$ cat config.mk
export PLATFORM = sky130hd
export DESIGN_NAME = alu_issue_arbiter_flat
export DESIGN_NICKNAME = d
export VERILOG_FILES = /design/src/rtl/alu_issue_arbiter_if.sv /design/src/rtl/alu_issue_arbiter.sv /design/src/flat_wrapper.sv
export SDC_FILE = /design/constraint.sdc
export NUM_CORES = 1
export LEC_CHECK = 0
export ABC_AREA = 1
export CORE_MARGIN = 3
export CORE_UTILIZATION = 39
export CTS_CLUSTER_SIZE = 12
export DETAILED_ROUTE_END_ITERATION = 8
export GPL_TIMING_DRIVEN = 0
export HOLD_SLACK_MARGIN = 0.05
export PLACE_DENSITY_LB_ADDON = 0.3
export SYNTH_ARGS = -nofsm -noshare
export SYNTH_HDL_FRONTEND = slang
export SYNTH_SLANG_ARGS = --single-unit
$ cat constraint.sdc
create_clock -name clk -period 3.6 [get_ports clk]
set_clock_uncertainty 0.05 [all_clocks]
set_input_delay 0.54 -clock clk [delete_from_list [all_inputs] [get_ports clk]]
set_output_delay 0.54 -clock clk [all_outputs]
set_load 0.01 [all_outputs]
$ cat src/rtl/alu_issue_arbiter_if.sv
// Requester/ALU/response bundle for alu_issue_arbiter.
// The slave modport is the arbiter; the master modport is the requesters plus the ALU.
interface alu_issue_arbiter_if #(
  parameter int unsigned NUM_REQ    = 4,
  parameter int unsigned DATA_WIDTH = 16
);
  localparam int unsigned IdWidth = $clog2(NUM_REQ);

  logic [NUM_REQ-1:0]            req_valid;
  logic [NUM_REQ-1:0]            req_ready;
  logic [NUM_REQ*4-1:0]          req_opcode;
  logic [NUM_REQ*DATA_WIDTH-1:0] req_a;
  logic [NUM_REQ*DATA_WIDTH-1:0] req_b;

  logic [3:0]                    alu_opcode;
  logic [DATA_WIDTH-1:0]         alu_a;
  logic [DATA_WIDTH-1:0]         alu_b;
  logic [DATA_WIDTH-1:0]         alu_result;
  logic [4:0]                    alu_flags;

  logic [NUM_REQ-1:0]            rsp_valid;
  logic [IdWidth-1:0]            rsp_id;
  logic [DATA_WIDTH-1:0]         rsp_result;
  logic [4:0]                    rsp_flags;
  logic                          rsp_err;
  logic                          busy;

  modport master (
    output req_valid, req_opcode, req_a, req_b, alu_result, alu_flags,
    input  req_ready, alu_opcode, alu_a, alu_b,
    input  rsp_valid, rsp_id, rsp_result, rsp_flags, rsp_err, busy
  );

  modport slave (
    input  req_valid, req_opcode, req_a, req_b, alu_result, alu_flags,
    output req_ready, alu_opcode, alu_a, alu_b,
    output rsp_valid, rsp_id, rsp_result, rsp_flags, rsp_err, busy
  );
endinterface

$ cat src/rtl/alu_issue_arbiter.sv
// Shares one ALU between NUM_REQ requesters: arbitrate, run the op for its latency, respond.
// Define ALU_ARB_FIXED_PRIO_EN for fixed lowest-index priority instead of round-robin.
module alu_issue_arbiter #(
  parameter int unsigned NUM_REQ    = 4,
  parameter int unsigned DATA_WIDTH = 16,
  parameter int unsigned MUL_CYCLES = 4,
  parameter int unsigned DIV_CYCLES = 16
) (
  input logic               clk,
  input logic               rst_n,
  alu_issue_arbiter_if.slave bus
);
  localparam int unsigned IdWidth  = $clog2(NUM_REQ);
  localparam int unsigned MaxLat   = (MUL_CYCLES > DIV_CYCLES) ? MUL_CYCLES : DIV_CYCLES;
  localparam int unsigned CntWidth = (MaxLat > 1) ? $clog2(MaxLat) : 1;
  localparam logic [3:0]  OpDiv    = 4'b0010;
  localparam logic [3:0]  OpMul    = 4'b0011;

  typedef enum logic [1:0] {StIdle, StExec, StResp} state_e;

  state_e                state_q, state_d;
  logic [CntWidth-1:0]   cnt_q, cnt_d;
  logic [IdWidth-1:0]    id_q, id_d;
  logic [3:0]            op_q, op_d;
  logic [DATA_WIDTH-1:0] a_q, a_d, b_q, b_d;
  logic [DATA_WIDTH-1:0] res_q, res_d;
  logic [4:0]            flags_q, flags_d;
  logic                  err_q, err_d;

  logic [IdWidth-1:0]    winner;
  logic                  handshake;
  logic [3:0]            sel_op;
  logic [DATA_WIDTH-1:0] sel_a, sel_b;
  logic [CntWidth-1:0]   sel_cnt;

  assign handshake = (state_q == StIdle) && (bus.req_valid != '0);

`ifdef ALU_ARB_FIXED_PRIO_EN
  always_comb begin
    winner = '0;
    for (int i = NUM_REQ - 1; i >= 0; i--) begin
      if (bus.req_valid[i]) winner = IdWidth'(i);
    end
  end
`else
  logic [IdWidth-1:0] ptr_q;
  logic [NUM_REQ-1:0] above_ptr, masked, pool;

  // Prefer requesters above the last grant; wrap to the full set if none are valid there.
  always_comb begin
    for (int i = 0; i < NUM_REQ; i++) above_ptr[i] = (i > int'(ptr_q));
    masked = bus.req_valid & above_ptr;
    pool   = (masked != '0) ? masked : bus.req_valid;
    winner = '0;
    for (int i = NUM_REQ - 1; i >= 0; i--) begin
      if (pool[i]) winner = IdWidth'(i);
    end
  end

  always_ff @(posedge clk or negedge rst_n) begin
    if (!rst_n) begin
      ptr_q <= IdWidth'(NUM_REQ - 1);
    end else if (handshake) begin
      ptr_q <= winner;
    end
  end
`endif

  always_comb begin
    sel_op = '0;
    sel_a  = '0;
    sel_b  = '0;
    for (int i = 0; i < NUM_REQ; i++) begin
      if (winner == IdWidth'(i)) begin
        sel_op = bus.req_opcode[4*i +: 4];
        sel_a  = bus.req_a[DATA_WIDTH*i +: DATA_WIDTH];
        sel_b  = bus.req_b[DATA_WIDTH*i +: DATA_WIDTH];
      end
    end
    if (sel_op == OpMul)      sel_cnt = CntWidth'(MUL_CYCLES - 1);
    else if (sel_op == OpDiv) sel_cnt = CntWidth'(DIV_CYCLES - 1);
    else                      sel_cnt = '0;
  end

  always_comb begin
    state_d = state_q;
    cnt_d   = cnt_q;
    id_d    = id_q;
    op_d    = op_q;
    a_d     = a_q;
    b_d     = b_q;
    res_d   = res_q;
    flags_d = flags_q;
    err_d   = err_q;
    case (state_q)
      StIdle: begin
        if (handshake) begin
          id_d = winner;
          // Error ops never reach the ALU registers, so the ALU keeps its previous operation.
          if (sel_op >= 4'hE) begin
            res_d   = '0;
            flags_d = '0;
            err_d   = 1'b1;
            state_d = StResp;
          end else if (sel_op == OpDiv && sel_b == '0) begin
            res_d   = '1;
            flags_d = '0;
            err_d   = 1'b1;
            state_d = StResp;
          end else begin
            op_d    = sel_op;
            a_d     = sel_a;
            b_d     = sel_b;
            cnt_d   = sel_cnt;
            state_d = StExec;
          end
        end
      end
      StExec: begin
        if (cnt_q == '0) begin
          res_d   = bus.alu_result;
          flags_d = bus.alu_flags;
          err_d   = 1'b0;
          state_d = StResp;
        end else begin
          cnt_d = cnt_q - 1'b1;
        end
      end
      StResp:  state_d = StIdle;
      default: state_d = StIdle;
    endcase
  end

  always_ff @(posedge clk or negedge rst_n) begin
    if (!rst_n) begin
      state_q <= StIdle;
      cnt_q   <= '0;
      id_q    <= '0;
      op_q    <= '0;
      a_q     <= '0;
      b_q     <= '0;
      res_q   <= '0;
      flags_q <= '0;
      err_q   <= 1'b0;
    end else begin
      state_q <= state_d;
      cnt_q   <= cnt_d;
      id_q    <= id_d;
      op_q    <= op_d;
      a_q     <= a_d;
      b_q     <= b_d;
      res_q   <= res_d;
      flags_q <= flags_d;
      err_q   <= err_d;
    end
  end

  always_comb begin
    bus.req_ready = '0;
    if (handshake) bus.req_ready[winner] = 1'b1;
    bus.rsp_valid = '0;
    if (state_q == StResp) bus.rsp_valid[id_q] = 1'b1;
  end

  assign bus.alu_opcode = op_q;
  assign bus.alu_a      = a_q;
  assign bus.alu_b      = b_q;
  assign bus.rsp_id     = id_q;
  assign bus.rsp_result = res_q;
  assign bus.rsp_flags  = flags_q;
  assign bus.rsp_err    = err_q;
  assign bus.busy       = (state_q != StIdle);
endmodule

$ cat src/flat_wrapper.sv
// flat-port wrapper written by rule: the top's interface ports become plain ports
module alu_issue_arbiter_flat 
#(
  parameter int unsigned NUM_REQ    = 4,
  parameter int unsigned DATA_WIDTH = 16,
  parameter int unsigned MUL_CYCLES = 4,
  parameter int unsigned DIV_CYCLES = 16
)
  (clk, rst_n, bus_req_valid, bus_req_opcode, bus_req_a, bus_req_b, bus_alu_result, bus_alu_flags, bus_req_ready, bus_alu_opcode, bus_alu_a, bus_alu_b, bus_rsp_valid, bus_rsp_id, bus_rsp_result, bus_rsp_flags, bus_rsp_err, bus_busy);
  alu_issue_arbiter_if #(.NUM_REQ(NUM_REQ), .DATA_WIDTH(DATA_WIDTH)) bus_i ();
  input logic clk;
  input logic rst_n;
  input wire logic [$bits(bus_i.req_valid)-1:0] bus_req_valid;
  input wire logic [$bits(bus_i.req_opcode)-1:0] bus_req_opcode;
  input wire logic [$bits(bus_i.req_a)-1:0] bus_req_a;
  input wire logic [$bits(bus_i.req_b)-1:0] bus_req_b;
  input wire logic [$bits(bus_i.alu_result)-1:0] bus_alu_result;
  input wire logic [$bits(bus_i.alu_flags)-1:0] bus_alu_flags;
  output wire logic [$bits(bus_i.req_ready)-1:0] bus_req_ready;
  output wire logic [$bits(bus_i.alu_opcode)-1:0] bus_alu_opcode;
  output wire logic [$bits(bus_i.alu_a)-1:0] bus_alu_a;
  output wire logic [$bits(bus_i.alu_b)-1:0] bus_alu_b;
  output wire logic [$bits(bus_i.rsp_valid)-1:0] bus_rsp_valid;
  output wire logic [$bits(bus_i.rsp_id)-1:0] bus_rsp_id;
  output wire logic [$bits(bus_i.rsp_result)-1:0] bus_rsp_result;
  output wire logic [$bits(bus_i.rsp_flags)-1:0] bus_rsp_flags;
  output wire logic [$bits(bus_i.rsp_err)-1:0] bus_rsp_err;
  output wire logic [$bits(bus_i.busy)-1:0] bus_busy;
  assign bus_i.req_valid = bus_req_valid;
  assign bus_i.req_opcode = bus_req_opcode;
  assign bus_i.req_a = bus_req_a;
  assign bus_i.req_b = bus_req_b;
  assign bus_i.alu_result = bus_alu_result;
  assign bus_i.alu_flags = bus_alu_flags;
  assign bus_req_ready = bus_i.req_ready;
  assign bus_alu_opcode = bus_i.alu_opcode;
  assign bus_alu_a = bus_i.alu_a;
  assign bus_alu_b = bus_i.alu_b;
  assign bus_rsp_valid = bus_i.rsp_valid;
  assign bus_rsp_id = bus_i.rsp_id;
  assign bus_rsp_result = bus_i.rsp_result;
  assign bus_rsp_flags = bus_i.rsp_flags;
  assign bus_rsp_err = bus_i.rsp_err;
  assign bus_busy = bus_i.busy;
  alu_issue_arbiter #(.NUM_REQ(NUM_REQ), .DATA_WIDTH(DATA_WIDTH), .MUL_CYCLES(MUL_CYCLES), .DIV_CYCLES(DIV_CYCLES)) u_core (.clk(clk), .rst_n(rst_n), .bus(bus_i));
endmodule
* Word-level counts from Yosys, hierarchy flattened *
Index checks and enable logic that the tools add are counted.

operators by class
  add/sub/neg operators = 1
  multipliers = 0
  divide/modulo/power cells = 0
  magnitude comparators = 8
  equality and inequality tests = 13
  shift operators = 0
  muxes and demuxes = 50
  bitwise operators = 3
  reductions and logical operators = 17

operators by type and width
  kind                count
  $mux 16             12
  $mux 4              13
  $pmux 16 s2         1
  $mux 5              4
  $logic_not 16->1    1
  $mux 2              8
  $pmux 5 s2          1
  $eq 4x2->1 const B  2
  $pmux 4 s2          1
  $reduce_and 4->1    2
  $reduce_bool 4->1   2
  $eq 2x2->1 const B  3
  $lt 2x3->1 const B  2
  $mux 1              6
  $ne 2x2->1 const B  3
  $reduce_and 5->1    1
  $and 4x4->4         1
  $demux 1 s2         2
  $eq 2x1->1 const B  2
  $ge 2x1->1 const B  2
  $ge 4x4->1 const B  1
  $gt 2x2->1 const A  2
  $logic_and 1x1->1   4
  $logic_not 2->1     2
  10 further kinds    14

storage, ports and cells
  flip-flop bits (word level) = 68
  bits in latches = 0
  RAM bits = 0
  bits in read-only memories = 0
  input bits = 171
  output and inout port bits = 69
  memories kept = 0

* Longest topological paths before layout *
Gate-level depths: netlist of run 1.

  word-level depth = 20
  mapped depth = 20
  depth with buffers taken out = 19

* Worst setup path before layout of run 1 *
No wires, ideal clock.

  kind = reg2reg
  from = reg u_core.ptr_q[1]
  to = reg u_core.err_q (netlist: u_core.bus.rsp_err)
  data arrival time = 2334 ps
  required time = 3432 ps
  setup slack = 1099 ps
  stages on the path, launching flop included = 19
  buffers on the path = 1
  period minus slack after synthesis = 2501 ps
  cell sequence = dfstp_2 inv_2 nand2_4 nand4_2 nand2_1 nor2_8 nor2_4 nand2_1 nand3_2 nand2_1 nor2_1 nand2_1 nor2_1 nand2_2 nand3_4 nand2_2 buf_6 nand2_1 nand2_1

between the ends
  cells in the longest elaborated chain, start to end = 17
  elaborated cells on any way between the ends = 31
  classes of those cells = 4 x order compare; 5 x eq/ne; 16 x mux; 1 x bitwise; 5 x reduce/logical

RTL lines
  item                                            line                                                text
  start, declared                                 alu_issue_arbiter.sv:46                             logic [IdWidth-1:0] ptr_q;
  start signal, assigned                          alu_issue_arbiter.sv:62                             ptr_q <= IdWidth'(NUM_REQ - 1);
  start signal, assigned                          alu_issue_arbiter.sv:64                             ptr_q <= winner;
  $gt 1x2->1 or $gt 2x2->1 (tied branches)        alu_issue_arbiter.sv:51                             for (int i = 0; i < NUM_REQ; i++) above_ptr[i] = (i > int'(ptr_q));
  $and 4x4->4 (*)                                 alu_issue_arbiter.sv:52                             masked = bus.req_valid & above_ptr;
  $reduce_bool 4->1                               alu_issue_arbiter.sv:53                             pool = (masked != '0) ? masked : bus.req_valid;
  $mux 4 (*)                                      alu_issue_arbiter.sv:53
  $mux 2 (3 in a row)                             alu_issue_arbiter.sv:56                             if (pool[i]) winner = IdWidth'(i);
  $mux 2 (*)                                      alu_issue_arbiter.sv:56
  $logic_not 2->1                                 alu_issue_arbiter.sv:74                             if (winner == IdWidth'(i)) begin
  $mux 4 or $mux 16 (tied branches) (4 in a row)  alu_issue_arbiter.sv:74
  $ge 4x4->1, or another cell as far along        alu_issue_arbiter.sv:100                            if (sel_op >= 4'hE) begin
  $mux 1 or $logic_and 1x1->1 (tied branches)     alu_issue_arbiter.sv:100, alu_issue_arbiter.sv:105
  $mux 1 or $ne 3x3->1 (tied branches)            n/a
  $pmux 1 s2 or $reduce_and 4->1 (tied branches)  n/a
  end signal, assigned                            alu_issue_arbiter.sv:154                            err_q <= err_d;
  end, declared                                   alu_issue_arbiter.sv:28                             logic err_q, err_d;

Every way passes the cells marked *; elsewhere a longest branch is shown, timed or not. The select of a mux whose other input is x is not followed.
A chain may end at the register's enable or synchronous reset.

* Final worst setup path of run 1 *
  from = in bus_req_valid[1]
  to = out bus_req_ready[3]

between the ends
  cells in the longest elaborated chain, start to end = 12
  elaborated cells on any way between the ends = 15
  classes of those cells = 2 x order compare; 8 x mux; 1 x bitwise; 4 x reduce/logical

RTL lines
  item                                                            line                      text
  start, declared                                                 flat_wrapper.sv:13        input wire logic [$bits(bus_i.req_valid)-1:0] bus_req_valid;
  $and 4x4->4                                                     alu_issue_arbiter.sv:52
  $reduce_bool 4->1                                               alu_issue_arbiter.sv:53
  $mux 4                                                          alu_issue_arbiter.sv:53
  $mux 2 (4 in a row)                                             alu_issue_arbiter.sv:56
  $lt 2x3->1 (not written as such) or $ge 2x1->1 (tied branches)  alu_issue_arbiter.sv:160  if (handshake) bus.req_ready[winner] = 1'b1;
  $logic_and 1x1->1 (not written as such)                         alu_issue_arbiter.sv:160
  $mux 1 (not written as such)                                    alu_issue_arbiter.sv:160
  $demux 1 s2                                                     n/a
  $mux 4 (*)                                                      alu_issue_arbiter.sv:160
  end, declared                                                   flat_wrapper.sv:19        output wire logic [$bits(bus_i.req_ready)-1:0] bus_req_ready;

Every way passes the cells marked *; elsewhere a longest branch is shown, timed or not.

==> results of run 1 <==
==> final timing paths <==
kind | from | endpoint | cells past startpoint
setup / recovery | bus_req_valid[1] | bus_req_ready[3] | 9
hold / removal | rst_n | u_core.bus.rsp_flags[3] | 1
setup reg to reg | u_core.ptr_q[0] | u_core.bus.alu_a[11] | 20
hold reg to reg | u_core.bus.rsp_result[1] | u_core.bus.rsp_result[1] | 2
max in group asynchronous | rst_n | u_core.bus.alu_b[8] | 1
min in group clk | u_core.bus.rsp_result[1] | u_core.bus.rsp_result[1] | 2
==> worst reg2reg max path, cell delays in order, from the launching register on <==
cell and delay [ps]:
dfstp_2 530, inv_1 90, nand3_1 80, nand2_1 100, inv_1 90, nand3_2 120, nand2_4 140, nand2_1 80
inv_1 240, buf_2 310, nand2_1 90, nand4_1 120, nor2_1 60, nand2_1 110, nor2_2 60, nand2_2 100
nand3_2 160, buf_8 210, buf_6 140, nand2_1 60, o21ai_0 80
==> cell type report <==
type,count,area [um^2]
sequential,68,1700
tap,133,166
multi-input combinational,433,2100
timing repair buffer,240,2400
fill,860,3110
clock buffer,10,128
buffer,28,190
clock inverter,5,77.6
inverter,32,121
==> cells by family (layout without fill, tap and decap cells) <==
logic type	count (synthesis)	count (layout)
flops	68	68
simple gates	353	353
buf+inv	60	315
compound gates	79	79
fa+ha+maj	1	1
==> synthesized netlist by cell type (6+ instances only) <==
master and instances:
clkbuf_1 8, a221oi_1 13, nor3_1 7, nand3_1 60
o21ai_0 41, a22o_1 6, nand2_1 219, buf_6 7
o21ai_1 12, dfrtp_1 66, inv_1 28, buf_2 9
nand4_1 16, nor2_1 24
==> routing by layer <==
layer,part of all wire (%),vias to the layer above,track usage (%)
met3,9.2,25,6.75
met4,2.2,0,10.3
met2,49,236,47.7
met5,0,-,0
li1,-,2372,-
met1,40,2335,31.0
==> timing repair <==
| action | 4_1_cts | 5_1_grt |
|---|---|---|
| setup endpoints to repair | 0 | 21 |
| buffers inserted | 0 | 1 |
| gates resized for setup | 0 | 4 |
==> stage by stage <==
stage               instance area (um^2)  cells  hold slack (ps)
global placement                    6670    933              403
finish                              6890    949              241
CTS                                 6880    948              273
global route                        6890    949              303
floorplan                           4120    561              194
detailed placement                  6670    933              409
==> state kept, by name (all words and copies together), names as in the netlist <==
signal and flops:
u_core.bus.rsp_flags 5, u_core.bus.rsp_result 16, u_core.ptr_q 2, u_core.bus.alu_b 16, u_core.state_q 2, u_core.bus.rsp_err 1
u_core.bus.rsp_id 2, u_core.bus.alu_a 16, u_core.cnt_q 4, u_core.bus.alu_opcode 4
==> power breakdown <==
group	total [mW]	internal, mW	leakage [nW]	switching, mW
clock	0.677	0.384	0.102	0.293
combinational	3.75	1.60	2.16	2.15
sequential	1.38	1.16	0.837	0.220
==> out/metrics.cfg, run 1 <==
[grt]
grt_pass1_vias = 5005
grt_max_degree = 69
grt_pass1_wl_mm = 24.6
grt_usage_pct = 26.9
grt_remaining_overflow = 0
antenna_found_initial = 0

[route]
drtIter0Drc = 376
avgRoutedWirePerCell_um = 16.9
drt_pre_antenna_iters = 5
routed_wl_mm = 16.0
routed_via_density = 5.23
ant_nets = 0
post-route-drc-count = 0
vias = 4968

[final_layout]
layout_common_cells = 238 x clkdlybuf4s50_1, 219 x nand2_1, 66 x dfrtp_1
mostFrequentLayoutCell = clkdlybuf4s50_1
finish.utilization_pct = 68.9
antenna-diode-count = 0
fin_nets = 984
syn_to_final_growth_pct = 67.3
drive_gt1_share_pct = 7.72

[worst_setup_path]
cpMaxStageDelayCell = clkdlybuf4s50_1
r2r_slack_ps = 440
endpoint_kind = primary output
cp_cell_sequence = clkdlybuf4s50_1 -> nand3_4 -> nand4_4 -> nand2_2 -> nor2_8 -> buf_4 -> nand2_1 -> nor2_1 -> clkdlybuf4s50_1
slowest_delay_ps = 590
critPathKind = in2out
worstPathRequired_ps = 3010
cp_top_family = buffers and inverters
crit_buf_inv = 3
crit_path_max_fanout = 10
cpMostUsedCell = clkdlybuf4s50_1
start_kind = input port
worstPathArrival_ps = 2750

[synth]
syn-cell-area_um2 = 4120
yosys-top-cells-area = dfrtp_1 40%, nand2_1 20%, nand3_1 7.3%
synth_top_family_by_area = simple AND/OR/NAND/NOR gates
synthArstFlopShare_pct = 100
ys.flop_type = dfrtp_1
synth.avg_cell_area_um2 = 7.34
yosysTopAreaCellShare_pct = 40.1
synth.mux.area_fraction_pct = 0
syn_nets = 733
synth_cell_types = 39
yosysTopAreaCell = dfrtp_1
synth_compound_area_share_pct = 11.8
synthSimpleGateAreaFrac_pct = 39.0
synth_edf_count = 0
synth-seq-area-share_pct = 41.4
synth_xor_xnor_area_share_pct = 0
yosysWarnings = 0
ys_ff_latch = 68
synthAdderAreaFrac_pct = 0.304
syn_inst = 561

[clock_tree]
cts_tree = done
clk_latency_ps = 350
htreeDepth = 3
cts.sinks = 68
clockRootBuffer = clkbuf_8
clockBufferDepth = 2
holdBufCountCts = 0
path_clk_slew_ps = 70
cts_buffers = 9

[sta]
worst_slew_pin_slew_ps = 1100
final.setup.tns_ps = 0
fmax_mhz = 299
fin_crit_sh_pct = 92.9
max-slew-margin-rel_pct = 26.0
rsz0062_at_grt = false
setup_viol = 0
finalMaxSlewViolations = 0
setup_ws_ps = 257
hold_viol = 0
post-route-min-period_ps = 3340

[pwr]
total_power_mw = 5.81
p_leak_nw = 3.10
power_density_nw_per_um2 = 843
ir_worst_vdd_uv = 344

[floorplan]
core_area_um2 = 10000
dieArea_um2 = 11800
ios = 240
start_util_pct = 41.2
die_y_um = 109
die_x_um = 109
rows = 36

[hold_path]
hold_path.class = in2async

[job]
cap_violations = 0

[placed_design]
port_buffers = 239
gp_congestion = 0.859
hpwl_mm = 12.8
pre_cts_slack_ps = -171

[run_status]
status = completed

(Power assumes the default switching activity.)
==> run 2: changes to the inputs <==
- CORE_MARGIN: 3 -> 2
==> run 2 against run 1 <==
The run now ends with DRC left. Critical path type unchanged. Worst hold slack better by 5.5 ps. Critical endpoint is now bus_req_ready[2]. Clock-buffer cell count up 1. Maximum frequency down 0.68%. Via count down 0.97%. Power down 0.76%. Clock power down 5.0%. Register-to-register slack about the same. Cell count up 0.21%. Die area down 3.6%.
==> out/metrics.cfg, run 2 (synthesized netlist as in run 1, its figures left out) <==
[worst_setup_path]
crit_path_max_fanout = 10
start_kind = input port
reg2reg_depth = 20
r2r_slack_ps = 430
worstPathArrival_ps = 2780
worstPathRequired_ps = 3010
r2r-end = u_core.bus.alu_b[1]
r2r_start = u_core.ptr_q[0]
endpoint_kind = primary output
critPathKind = in2out

[grt]
antenna_found_initial = 0
grt_usage_pct = 27.7
grt_pass1_vias = 5075
grt_pass1_wl_mm = 24.7
grt_remaining_overflow = 0
grt_max_degree = 69

[floorplan]
die_y_um = 107
dieArea_um2 = 11400
rows = 37
ios = 240
start_util_pct = 40.0
die_x_um = 107
core_area_um2 = 10300

[clock_tree]
post_cts_buffers = 0
cts_tree = done
cts_buffers = 9
clockBufferDepth = 2
clk_latency_ps = 350
path_clk_slew_ps = 70
clockRootBuffer = clkbuf_8
holdBufCountCts = 0
htreeDepth = 3
ctsResizeCount = 0
cts.sinks = 68

[sta]
finalMaxSlewViolations = 0
hold_viol = 0
worst_slew_pin_slew_ps = 997
setup_ws_ps = 234
post-route-min-period_ps = 3370
hold_slack_ps = 246
fmax_mhz = 297
final.setup.tns_ps = 0
max-slew-margin-rel_pct = 33.1
fin_crit_sh_pct = 93.5
setup_viol = 0
rsz0062_at_grt = false

[final_layout]
drive_gt1_share_pct = 7.48
syn_to_final_growth_pct = 67.1
multi_input_area_um2 = 2100
num-fill-cells = 908
mostFrequentLayoutCell = clkdlybuf4s50_1
layout_common_cells = 238 x clkdlybuf4s50_1, 219 x nand2_1, 66 x dfrtp_1
antenna-diode-count = 0
seqCellArea_um2 = 1700
finish.utilization_pct = 66.9
fin_nets = 983

[run_status]
status = finished with violations
violations = DRC

[placed_design]
port_buffers = 239
gp_congestion = 0.876
hpwl_mm = 12.5
pre_cts_slack_ps = -71.4

[route]
ant_nets = 0
routed_via_density = 5.17
post-route-drc-count = 1
vias = 4920
avgRoutedWirePerCell_um = 16.6
routed_wl_mm = 15.8
drtIter0Drc = 299
drt_pre_antenna_iters = 6

[pwr]
ir_worst_vdd_uv = 367
p_leak_nw = 3.09
power_density_nw_per_um2 = 838

[job]
cap_violations = 0

[hold_path]
hold_path.class = in2async

==> run 2: where the power goes <==
part | leakage, nW | internal [mW] | switching, mW
registers | 0.837 | 1.16 | 0.221
clock network | 0.105 | 0.353 | 0.290
logic | 2.15 | 1.59 | 2.14
==> run 2: layout make-up <==
class / instances / share of cell area [%]
Inverter: 32 / 1.77
Timing Repair Buffer: 239 / 34.8
Clock buffer: 11 / 2.20
Tap cell: 136 / 2.47
Sequential cell: 68 / 24.8
Buffer: 28 / 2.73
Clock inverter: 4 / 0.710
Multi-Input combinational cell: 433 / 30.6
==> run 2: metal layers <==
metal	up-vias	track usage (%)	part of all wire, %
met3	41	8.09	8.4
met5	-	0	0
met4	0	11.1	3.2
met2	223	49.3	49
li1	2369	-	-
met1	2287	30.9	40
==> run 2: critical path, cell delays in order <==
cell	delay [ps]
clkdlybuf4s50_1	590
nand3_4	150
nand4_4	150
nand2_2	120
nor2_8	210
buf_4	220
nand2_1	120
nor2_1	120
clkdlybuf4s50_1	540
==> run 2: worst max-delay path by stage <==
stage | start | to | slack [ps] | cells after the start
floorplan | u_core.ptr_q[1] | u_core.bus.rsp_err | 1100 | 18
global placement | rst_n | u_core.bus.alu_b[1] | -250 | 1
detailed placement | bus_req_valid[2] | u_core.bus.alu_a[12] | -70 | 21
CTS | bus_req_valid[1] | bus_req_ready[2] | 220 | 9
global route | bus_req_valid[1] | u_core.bus.alu_a[6] | 40 | 16
finish | bus_req_valid[1] | bus_req_ready[2] | 230 | 9
==> run 2: metrics by stage <==
| step | total power, mW | instances | area (um^2) |
|---|---|---|---|
| final | 5.76 | 951 | 6880 |
| after global routing | 6.24 | 951 | 6880 |
| after CTS | 5.77 | 951 | 6880 |
| after detailed placement | 5.12 | 936 | 6680 |
| after global placement | 4.99 | 936 | 6680 |
| after floorplan | 3.49 | 561 | 4120 |
==> run 3: changes to the inputs <==
- CORE_MARGIN: 2 -> not set
- MAX_ROUTING_LAYER: not set -> met4
- clock period: 3.6 -> 3.1 ns (I/O delays scaled with it)
==> run 3 against run 2 <==
The run now ends clean. Cell count grew 1.5%. Clock power is 12% higher. Sequential power rose by 16%. Largest power group unchanged.
==> out/metrics.cfg, run 3 (synthesized netlist as in run 1, its figures left out) <==
[run_status]
status = completed

[worst_setup_path]
r2r-end = u_core.bus.alu_b[2]
cpMaxStageDelayCell = dfstp_2
crit_path_max_fanout = 10
r2r_slack_ps = 140
cpMostUsedCell = nand2_2
critPathKind = reg2reg
slowest_delay_ps = 530
r2r_start = u_core.ptr_q[0]
reg2reg_depth = 19
endpoint_kind = flip-flop
cp_top_family = simple AND/OR/NAND/NOR gates
worstPathArrival_ps = 3180
cp_cell_sequence = inv_1 -> nand2_2 -> nand4_4 -> nand3_4 -> nand2_4 -> nand2_2 -> inv_4 -> buf_4 -> nand2_1 -> nand3_1 -> nor2_1 -> nand4_1 -> nor2_1 -> nand2_2 -> nand3_4 -> buf_8 -> buf_6 -> nand2_1 -> o21ai_0
worstPathRequired_ps = 3320
crit_buf_inv = 5
start_kind = flip-flop

[route]
vias = 5054
ant_nets = 0
drtIter0Drc = 354
post-route-drc-count = 0
routed_via_density = 5.24
avgRoutedWirePerCell_um = 16.4
drt_pre_antenna_iters = 5
routed_wl_mm = 15.8

[grt]
antenna_found_initial = 0
grt_pass1_wl_mm = 24.3
grt_remaining_overflow = 0
grt_usage_pct = 29.1
grt_pass1_vias = 4898
grt_max_degree = 69

[placed_design]
place_area_um2 = 6680
hpwl_mm = 12.0
gp_congestion = 0.881
pre_cts_slack_ps = -541
port_buffers = 239

[floorplan]
die_y_um = 105
rows = 37
ios = 240
start_util_pct = 40.0
core_area_um2 = 10300
dieArea_um2 = 11000
die_x_um = 105

[clock_tree]
clk_latency_ps = 350
path_clk_slew_ps = 80
cts_tree = done
clockRootBuffer = clkbuf_8
clockBufferDepth = 2
htreeDepth = 3
cts.sinks = 68
cts_buffers = 9

[pwr]
ir_worst_vdd_uv = 511
power_density_nw_per_um2 = 984
p_leak_nw = 3.18

[final_layout]
mostFrequentLayoutCell = clkdlybuf4s50_1
syn_to_final_growth_pct = 71.2
num-fill-cells = 852
layout_common_cells = 235 x clkdlybuf4s50_1, 214 x nand2_1, 66 x dfrtp_1
drive_gt1_share_pct = 10.3
antenna-diode-count = 0
fin_nets = 996
fin_area_um2 = 7050

[sta]
fmax_mhz = 338
hold_viol = 0
rsz0062_at_grt = true
setup_viol = 0
final.setup.tns_ps = 0
finalMaxSlewViolations = 0
fin_crit_sh_pct = 95.4
post-route-min-period_ps = 2960
setup_ws_ps = 144
max-slew-margin-rel_pct = 18.2
worst_slew_pin_slew_ps = 1220

[job]
cap_violations = 0

[hold_path]
hold_path.class = in2async

-- run 3: power breakdown --
part / internal, mW / switching [mW] / total, mW
registers: 1.35 / 0.257 / 1.61
clock network: 0.371 / 0.350 / 0.722
logic: 2.00 / 2.60 / 4.61
-- run 3: cell type report --
| type | instances | area [um^2] | area share [%] |
|---|---|---|---|
| Timing Repair Buffer | 252 | 2500 | 35.5 |
| Multi-Input combinational cell | 433 | 2160 | 30.6 |
| Sequential cell | 68 | 1700 | 24.2 |
| Buffer | 28 | 195 | 2.77 |
| Tap cell | 136 | 170 | 2.42 |
| Inverter | 32 | 130 | 1.85 |
| Clock buffer | 10 | 128 | 1.81 |
| Clock inverter | 6 | 63.8 | 0.906 |
-- run 3: layer usage --
layer / share of wire (%) / global-route usage [%] / up-vias
met5: 0 / - / -
met4: 2.2 / 9.66 / 0
met3: 7.8 / 5.99 / 30
met2: 50 / 50.3 / 252
met1: 40 / 33.6 / 2376
li1: - / - / 2396
-- run 3: worst max-delay path by stage --
stage	startpoint	to	slack, ps	cells past startpoint
finish	u_core.ptr_q[0]	u_core.bus.alu_b[2]	140	19
global route	u_core.ptr_q[0]	u_core.bus.alu_b[2]	-30	19
CTS	u_core.ptr_q[0]	u_core.bus.alu_b[2]	6	19
detailed placement	bus_req_valid[1]	u_core.bus.alu_a[2]	-540	16
global placement	rst_n	u_core.bus.alu_b[1]	-710	1
floorplan	u_core.ptr_q[1]	u_core.bus.rsp_err	600	18
-- run 3: what timing repair did --
item	4_1_cts	5_1_grt
gates cloned	0	2
buffers inserted	2	9
setup endpoints to repair	61	67
pin swaps	1	4
hold endpoints to repair	0	0
resized for setup	7	23
hold buffers	0	0
-- run 3: stage by stage --
| stage | power (mW) | utilization, % | std cells | hold slack (ps) |
|---|---|---|---|---|
| after floorplan | 4.05 | - | 561 | 119 |
| after global placement | 5.79 | 65.0 | 936 | 406 |
| after detailed placement | 5.93 | 65.0 | 936 | 407 |
| after CTS | 6.71 | 67.0 | 954 | 198 |
| after global routing | 7.45 | 68.6 | 965 | 243 |
| final | 6.94 | 68.6 | 965 | 169 |
